File: src/rtl/servo_pkg.sv
// Shared types and constants for the two-axis servo slew controller.
package servo_pkg;

    localparam int unsigned AXIS_W               = 8;
    localparam int unsigned POS_W                = 2 * AXIS_W;
    localparam int unsigned FRAME_CYCLES_DEFAULT = 1000000;

    localparam logic [AXIS_W-1:0] CENTER_POS = 8'd128;

    // pos_out / target word layout: {yaw, pitch}
    localparam int unsigned PITCH_LSB = 0;
    localparam int unsigned YAW_LSB   = AXIS_W;

    localparam logic [POS_W-1:0] CENTER_WORD = {CENTER_POS, CENTER_POS};

    typedef enum logic {
        IDLE = 1'b0,
        SLEW = 1'b1
    } state_e;

endpackage

File: src/rtl/servo_axis_slew.sv
// One axis of the slew limiter: moves pos toward target by at most STEP_SIZE,
// clamping so it never overshoots or wraps.
module servo_axis_slew
    import servo_pkg::*;
#(
    parameter int unsigned STEP_SIZE = 1
) (
    input  logic [AXIS_W-1:0] pos,
    input  logic [AXIS_W-1:0] target,
    input  logic              step_en,
    output logic [AXIS_W-1:0] next_pos_c
);

    localparam int unsigned DIFF_W = AXIS_W + 1;

    logic signed [DIFF_W-1:0] diff_c;
    logic        [DIFF_W-1:0] mag_c;
    logic        [AXIS_W-1:0] step_c;

    always_comb begin
        diff_c     = $signed({1'b0, target}) - $signed({1'b0, pos});
        mag_c      = diff_c[DIFF_W-1] ? $unsigned(-diff_c) : $unsigned(diff_c);
        step_c     = (mag_c > DIFF_W'(STEP_SIZE)) ? AXIS_W'(STEP_SIZE) : mag_c[AXIS_W-1:0];
        next_pos_c = pos;
        if (step_en) begin
            next_pos_c = diff_c[DIFF_W-1] ? (pos - step_c) : (pos + step_c);
        end
    end

endmodule

File: src/rtl/servo_slew_ctrl.sv
// Two-axis servo position slew controller: accepts pitch/yaw targets and
// steps the commanded position toward them once per step interval.
module servo_slew_ctrl
    import servo_pkg::*;
#(
    parameter int unsigned FRAME_CYCLES = FRAME_CYCLES_DEFAULT,
    parameter int unsigned STEP_FRAMES  = 1,
    parameter int unsigned STEP_SIZE    = 1
) (
    input  logic              clk,
    input  logic              resetn,
    input  logic              tgt_valid,
    output logic              tgt_ready,
    input  logic [AXIS_W-1:0] tgt_pitch,
    input  logic [AXIS_W-1:0] tgt_yaw,
    input  logic              center,
    output logic [POS_W-1:0]  pos_out,
    output logic              load,
    output logic              busy
);

    localparam int unsigned FC_W  = (FRAME_CYCLES > 1) ? $clog2(FRAME_CYCLES) : 1;
    localparam int unsigned DIV_W = 8;

    localparam logic [FC_W-1:0]  FRAME_LAST = FC_W'(FRAME_CYCLES - 1);
    localparam logic [DIV_W-1:0] DIV_LAST   = DIV_W'(STEP_FRAMES - 1);

    logic [FC_W-1:0]   frame_cnt_q, frame_cnt_d;
    logic [DIV_W-1:0]  div_q, div_d;
    logic [POS_W-1:0]  pos_q, pos_d;
    logic [POS_W-1:0]  tgt_q, tgt_d;
    state_e            state_q, state_d;
    logic              load_q, load_d;
    logic              busy_q, busy_d;
    logic              tgt_ready_q, tgt_ready_d;

    logic              frame_tick_c;
    logic              step_en_c;
    logic              axis_step_c;
    logic [AXIS_W-1:0] next_pitch_c;
    logic [AXIS_W-1:0] next_yaw_c;

    // Frame timebase and step divider
    always_comb begin
        frame_tick_c = (frame_cnt_q == FRAME_LAST);
        step_en_c    = frame_tick_c && (div_q == DIV_LAST);
        frame_cnt_d  = frame_tick_c ? '0 : frame_cnt_q + FC_W'(1);
        div_d        = div_q;
        if (frame_tick_c) begin
            div_d = (div_q == DIV_LAST) ? '0 : div_q + DIV_W'(1);
        end
        axis_step_c = step_en_c && (state_q == SLEW);
    end

    servo_axis_slew #(.STEP_SIZE(STEP_SIZE)) u_pitch (
        .pos        (pos_q[PITCH_LSB +: AXIS_W]),
        .target     (tgt_q[PITCH_LSB +: AXIS_W]),
        .step_en    (axis_step_c),
        .next_pos_c (next_pitch_c)
    );

    servo_axis_slew #(.STEP_SIZE(STEP_SIZE)) u_yaw (
        .pos        (pos_q[YAW_LSB +: AXIS_W]),
        .target     (tgt_q[YAW_LSB +: AXIS_W]),
        .step_en    (axis_step_c),
        .next_pos_c (next_yaw_c)
    );

    // Next-state and registered outputs; steps always use the pre-accept target
    always_comb begin
        state_d     = state_q;
        pos_d       = pos_q;
        tgt_d       = tgt_q;
        load_d      = frame_tick_c;
        busy_d      = 1'b0;
        tgt_ready_d = ~center;

        pos_d[PITCH_LSB +: AXIS_W] = next_pitch_c;
        pos_d[YAW_LSB +: AXIS_W]   = next_yaw_c;

        if (center) begin
            tgt_d = CENTER_WORD;
        end else if (tgt_valid && tgt_ready_q) begin
            tgt_d[PITCH_LSB +: AXIS_W] = tgt_pitch;
            tgt_d[YAW_LSB +: AXIS_W]   = tgt_yaw;
        end

        state_d = (pos_d != tgt_d) ? SLEW : IDLE;
        busy_d  = (state_d == SLEW);
    end

    always_ff @(posedge clk) begin
        if (!resetn) begin
            frame_cnt_q <= '0;
            div_q       <= '0;
            pos_q       <= CENTER_WORD;
            tgt_q       <= CENTER_WORD;
            state_q     <= IDLE;
            load_q      <= 1'b0;
            busy_q      <= 1'b0;
            tgt_ready_q <= 1'b0;
        end else begin
            frame_cnt_q <= frame_cnt_d;
            div_q       <= div_d;
            pos_q       <= pos_d;
            tgt_q       <= tgt_d;
            state_q     <= state_d;
            load_q      <= load_d;
            busy_q      <= busy_d;
            tgt_ready_q <= tgt_ready_d;
        end
    end

    assign pos_out   = pos_q;
    assign load      = load_q;
    assign busy      = busy_q;
    assign tgt_ready = tgt_ready_q;

endmodule

File: config.mk
export PLATFORM = sky130hd
export DESIGN_NAME = servo_slew_ctrl
export DESIGN_NICKNAME = d
export VERILOG_FILES = /design/src/rtl/servo_pkg.sv /design/src/rtl/servo_axis_slew.sv /design/src/rtl/servo_slew_ctrl.sv
export SDC_FILE = /design/constraint.sdc
export NUM_CORES = 1
export LEC_CHECK = 0
export CAP_MARGIN = 20
export CORE_AREA = 2 2 121 123
export CTS_BUF_LIST = sky130_fd_sc_hd__clkbuf_8
export DETAILED_ROUTE_END_ITERATION = 12
export DIE_AREA = 0 0 123 125
export DONT_BUFFER_PORTS = 1
export GPL_TIMING_DRIVEN = 0
export SKIP_CTS_REPAIR_TIMING = 1
export SLEW_MARGIN = 5
export SYNTH_ARGS = -nofsm -noshare
export SYNTH_HDL_FRONTEND = slang
export SYNTH_SLANG_ARGS = --single-unit
File: constraint.sdc
create_clock -name clk -period 6.5 [get_ports clk]
set_clock_uncertainty 0.2 [all_clocks]
set_input_delay 1.3 -clock clk [delete_from_list [all_inputs] [get_ports clk]]
set_output_delay 1.3 -clock clk [all_outputs]
set_load 0.02 [all_outputs]
# Word level (Yosys, flattened, before mapping)
# Index checks and enable logic that the tools add are counted.
# W data, S select, Z words.
# classes
add_sub_neg,10
magnitude_cmp,2
eq_ne,2
mux,12
n_bitwise,2
n_reduce_logical,5
# op_table
cell,count
$mux W8,7
$mux W16,2
$add A20 B1 Y20 const B,1
$eq A20 B20 Y1 const B,1
$gt A9 B1 Y1 const B,2
$mux W9,2
$neg A9 Y9,2
$sub A8 B8 Y9,2
$add A8 B8 Y8,2
$ne A16 B16 Y1,1
$sub A8 B8 Y8,2
$add A8 B1 Y8 const B,1
$logic_not A8 Y1,1
$logic_and A1 B1 Y1,3
$not A1 Y1,2
$reduce_or A2 Y1,1
$mux W1,1
# totals
regBits,63
input_bits,20
elab_cells,40

# Longest topological paths before layout
# logic_depth
ltp_word,10
mapped_depth,27

# By module
# A second synthesis with hierarchy kept.
# unflattened
hier_cells,655
area_unflattened_um2,5121.2
# by_module_without_submodules
mod,n_inst,cells_per_inst,area_each_um2,seq_area_each_um2
servo_slew_ctrl,1,331,2926.6,1261.2
servo_axis_slew,2,162,1097.3,0.0

# Worst setup path after synthesis
# OpenSTA, ideal clock, no wires.
# synth_path
kind,reg2reg
startpoint,"reg pos_q[9], in the netlist pos_out[9]"
endpoint,"reg busy_q, in the netlist busy"
t_arrival_ns,5.272
required_ns,6.175
setup_slack_ns,0.903
stages_incl_launch_ff,25
period_less_slack_ns,5.597
path_cell_list,dfxtp_1 -> inv_1 -> fa_1 -> a21o_1 -> a221oi_4 -> xnor2_1 -> nor3_1 -> or4_1 -> a211oi_2 -> nand2_1 -> inv_1 -> ha_1 -> nand2_1 -> ha_1 -> nor2b_1 -> o21ai_1 -> a21boi_1 -> o21ai_1 -> nand2b_1 -> a21o_1 -> a2111oi_0 -> a222oi_1 -> xnor2_1 -> xnor2_1 -> o41a_1
# synth_via
elab_chain_len,10
word_cells_on_any_way,11
classes_between,4 x add/sub; 1 x order compare; 1 x eq/ne; 5 x mux
# synth_lines
item,line,source
from (decl),servo_slew_ctrl.sv:30,"logic [POS_W-1:0] pos_q, pos_d;"
from (signal assigned),servo_slew_ctrl.sv:105,pos_q <= pos_d;
$sub A8 B8 Y9,servo_axis_slew.sv:21,"diff_c = $signed({1'b0, target}) - $signed({1'b0, pos});"
$neg A9 Y9,servo_axis_slew.sv:22,mag_c = diff_c[DIFF_W-1] ? $unsigned(-diff_c) : $unsigned(diff_c);
$mux W9,servo_axis_slew.sv:22,
$gt A9 B1 Y1,servo_axis_slew.sv:23,step_c = (mag_c > DIFF_W'(STEP_SIZE)) ? AXIS_W'(STEP_SIZE) : mag_c[AXIS_W-1:0];
$mux W8,servo_axis_slew.sv:23,
$add A8 B8 Y8 / $sub A8 B8 Y8 (equally long branches),servo_axis_slew.sv:26,next_pos_c = diff_c[DIFF_W-1] ? (pos - step_c) : (pos + step_c);
$mux W8,servo_axis_slew.sv:26,
$mux W8 *,servo_axis_slew.sv:25,if (step_en) begin
$ne A16 B16 Y1 *,servo_slew_ctrl.sv:88,state_d = (pos_d != tgt_d) ? SLEW : IDLE;
$mux W1 *,servo_slew_ctrl.sv:88,
to (signal assigned),servo_slew_ctrl.sv:109,busy_q <= busy_d;
to (decl),servo_slew_ctrl.sv:34,"logic busy_q, busy_d;"
# Every way passes the cells marked *; elsewhere a longest branch is shown, timed or not.
# A chain may end at the register's enable or synchronous reset.

# Worst setup path in the final report
# layout_path
startpoint,"reg pos_q[10], in the netlist pos_out[10]"
endpoint,"reg busy_q, in the netlist busy"
# The elaborated chain is that of the path after synthesis.

==> summary.md <==
| Metric | Value |
|---|---|
| Status | `finished clean` |
| Async SR Flop Fraction | `0` |
| Starting Density | `0.338` |
| Min-Delay Path Depth | `1` |
| Final hold vios | `0` |
| CTS buffer count | `9` |
| Worst Path Class, Setup | `flop to flop` |
| Routability cong. | `0.921` |
| CTS max path bufs | `2` |
| Sequential area share after synthesis | `0.263` |
| Nets | `669` |
| First-pass GRT wire length | `between 15,000 and 20,000 um` |
| Ant diodes | `0` |
| Initial antenna violation count | `0` |
| Finished Cell Area | `~5300 um2` |
| Reg area | `approximately 1300 um2` |
| Relative slew margins | `0.569` |
| Area occupied by multi-input gates | `approximately 3300 um2` |
| Clock Tree Root | `clkbuf_8` |
| DRT Wirelength | `11,700 um` |
| Overall power | `935 uW` |
| Max Freq | `between 150 and 200 MHz` |
| Static Leakage | `0.00222 uW` |
| Seq cells post-synth | `63` |
| Post-synthesis instance total | `595` |
| CTS tree | `built` |
| Dpl hpwl | `~9300 um` |
| Die Width | `123 um` |
| Count of cell types in the netlist | `72` |
| Cell Rows | `44` |
| Slew @ Worst Pin | `0.647 ns` |
| 1st-iter DRT viols | `215` |
| Top fanout value on the critical path | `7` |
| CTS HTree Levels | `3` |
| Total grt overflow | `0` |
| Pwr/cell area | `178 nW/um2` |
| All-Layer GR Usage | `0.158` |
| Minimum clock period | `6.09 ns` |
| I/O pins | `39` |
| Synthesized area | `a little under 5000 um2` |
| DR pass1 iterations | `4` |
| Hold Crit Class | `flop to flop` |
| Mean Syn Cell Area | `8.07 um2` |
| Clock Sinks | `63` |
| CP Launch Type | `flop` |
| Via density | `5.19` |
| Ranking of synthesized cells by area | `dfxtp_1 26%, ha_1 9.6%, xnor2_1 7.3%, xor2_1 5.3%, nor2_1 4.8%` |
| DRC viols | `0` |
| Tcrit/Tclk final | `0.937` |
| Die Ht | `125 um` |
| Dpl cell area | `5030 um2` |
| CP endpoint kind | `flop` |
| Largest net degree at the start of global routing | `14` |
| Antenna-violating nets left | `0` |
| Max-cap violations | `0` |
| Worst skew pair latency | `roughly 0.35 ns` |
| Share of the synthesized area in the top cell type | `0.263` |
| Peak supply drop | `~0.084 mV` |
| Layout area overhead | `9.51%` |
| Ys Warns | `0` |
| # fillers | `1,472` |
| Post-synth EDFFs | `0` |
| Placeable Area | `14,200 um2` |
| Final setup fails | `0` |
| Routed wire per std cell | `14.7 um` |
| Dominant synthesized flop cell | `dfxtp_1` |
| CP Data Arrival Time | `6.11 ns` |
| Die ar. | `15,400 um2` |
| Leading area contributor after synthesis | `dfxtp_1` |
| Clock transition at path regs | `0.08 ns` |
| Total via count in the routed design | `just over 4,000` |
| Vias in the first global route | `3,996` |
| Max Slew Vio Count | `0` |
| Port Buf Inserts | `0` |
| Layout cells sized above 1 | `0.0783` |
| Worst r2r path cells | `25` |
| Final hold slack | `0.274 ns` |
| Critical Path RT | `6.52 ns` |
-- cell usage after synthesis, types with 8 or more instances --
master	instances
mux2i_1	10
and3_1	13
clkbuf_1	14
o21a_1	8
nand2_1	60
ha_1	37
nand2b_1	17
nor2_1	62
o21ai_0	11
a21o_1	16
and2_1	15
dfxtp_1	63
xor2_1	29
nand3_1	14
inv_1	37
xnor2_1	40
a21oi_1	31
-- per-layer routing --
layer | wire length, um | global-route usage | up-vias
met4 | 239 | 0.0468 | 0
li1 | - | - | 2093
met2 | 5420 | 0.254 | 86
met3 | 614 | 0.0397 | 19
met1 | 5430 | 0.209 | 1940
met5 | 0 | 0 | -
-- registers in the layout (all words and copies together), names as in the netlist --
name	cells
div_q	8
tgt_ready	1
busy	1
pos_out	16
load	1
frame_cnt_q	20
tgt_q	16
-- placed cells by master (no fill, tap or decap), drive strengths merged, types with 7 or more instances in the layout --
cell,instances
clkbuf,23
inv,39
nor2b,7
a21oi,33
nand4,7
mux2i,10
a21o,16
nand2,61
o21ai,16
ha,37
xor2,29
nor2,62
dfxtp,63
nand3,15
a211oi,7
and2,15
nor3,8
o21a,8
xnor2,40
nand2b,17
and3,14
or2,7
-- area by class of cell --
type                            count  area share
Multi-Input combinational cell    477       0.636
Sequential cell                    63       0.242
Tap cell                          184      0.0438
Inverter                           37      0.0264
Clock buffer                        9      0.0236
Buffer                             19      0.0162
Clock inverter                      7      0.0107
Timing Repair Buffer                1     0.00143
-- through the flow --
| step | TNS [ns] | cells | utilization | setup slack, ns |
|---|---|---|---|---|
| after global routing | -0.00303 | 797 | 0.370 | -0.00303 |
| after floorplan | 0 | 596 | - | 0.903 |
| after CTS | 0 | 796 | 0.367 | 0.0549 |
| after global placement | 0 | 780 | 0.354 | 0.206 |
| after detailed placement | 0 | 780 | 0.354 | 0.0743 |
| final | 0 | 797 | 0.370 | 0.412 |
-- worst paths after layout --
check,from,endpoint,slack (ns)
max,pos_out[10],busy,0.41
min,frame_cnt_q[0],frame_cnt_q[0],0.27
max reg2reg,pos_out[10],busy,0.41
min reg2reg,frame_cnt_q[0],frame_cnt_q[0],0.27
-- power breakdown --
group | switching, uW | total, uW | internal [uW] | leakage [uW]
Combinational | 127 | 227 | 99.7 | 0.00162
Sequential | 5.62 | 395 | 389 | 0.000511
Clock | 171 | 313 | 142 | 0.0000902
-- critical path, stage by stage (launching register included) --
cell and delay [ns]:
dfxtp_1 0.55, inv_1 0.10, ha_1 0.29, buf_2 0.16, a21o_1 0.23, a221oi_4 0.34
xnor2_2 0.20, nor3_1 0.08, or4_1 0.50, a211oi_2 0.29, nand2_2 0.14, inv_1 0.08
ha_1 0.22, nand2_1 0.11, ha_1 0.24, nor2b_1 0.14, o21ai_2 0.13, a21boi_1 0.10
o21ai_1 0.13, nand2b_1 0.13, a21o_1 0.21, a2111oi_2 0.36, a222oi_1 0.19, xnor2_1 0.28
xnor2_1 0.11, o41a_1 0.47
-- cells by family (layout without fill, tap and decap cells) --
logic type / count (synthesis) / in the layout / share of synthesized area
other cells: 1 / 2 / 0.000781
xor+xnor: 69 / 69 / 0.126
compound gates: 122 / 122 / 0.183
fa+ha+maj: 41 / 41 / 0.113
flops: 63 / 63 / 0.263
buf+inv: 56 / 73 / 0.0467
mux: 10 / 10 / 0.0209
simple gates: 233 / 233 / 0.247
No activity file was read; power rests on OpenSTA's default activity.
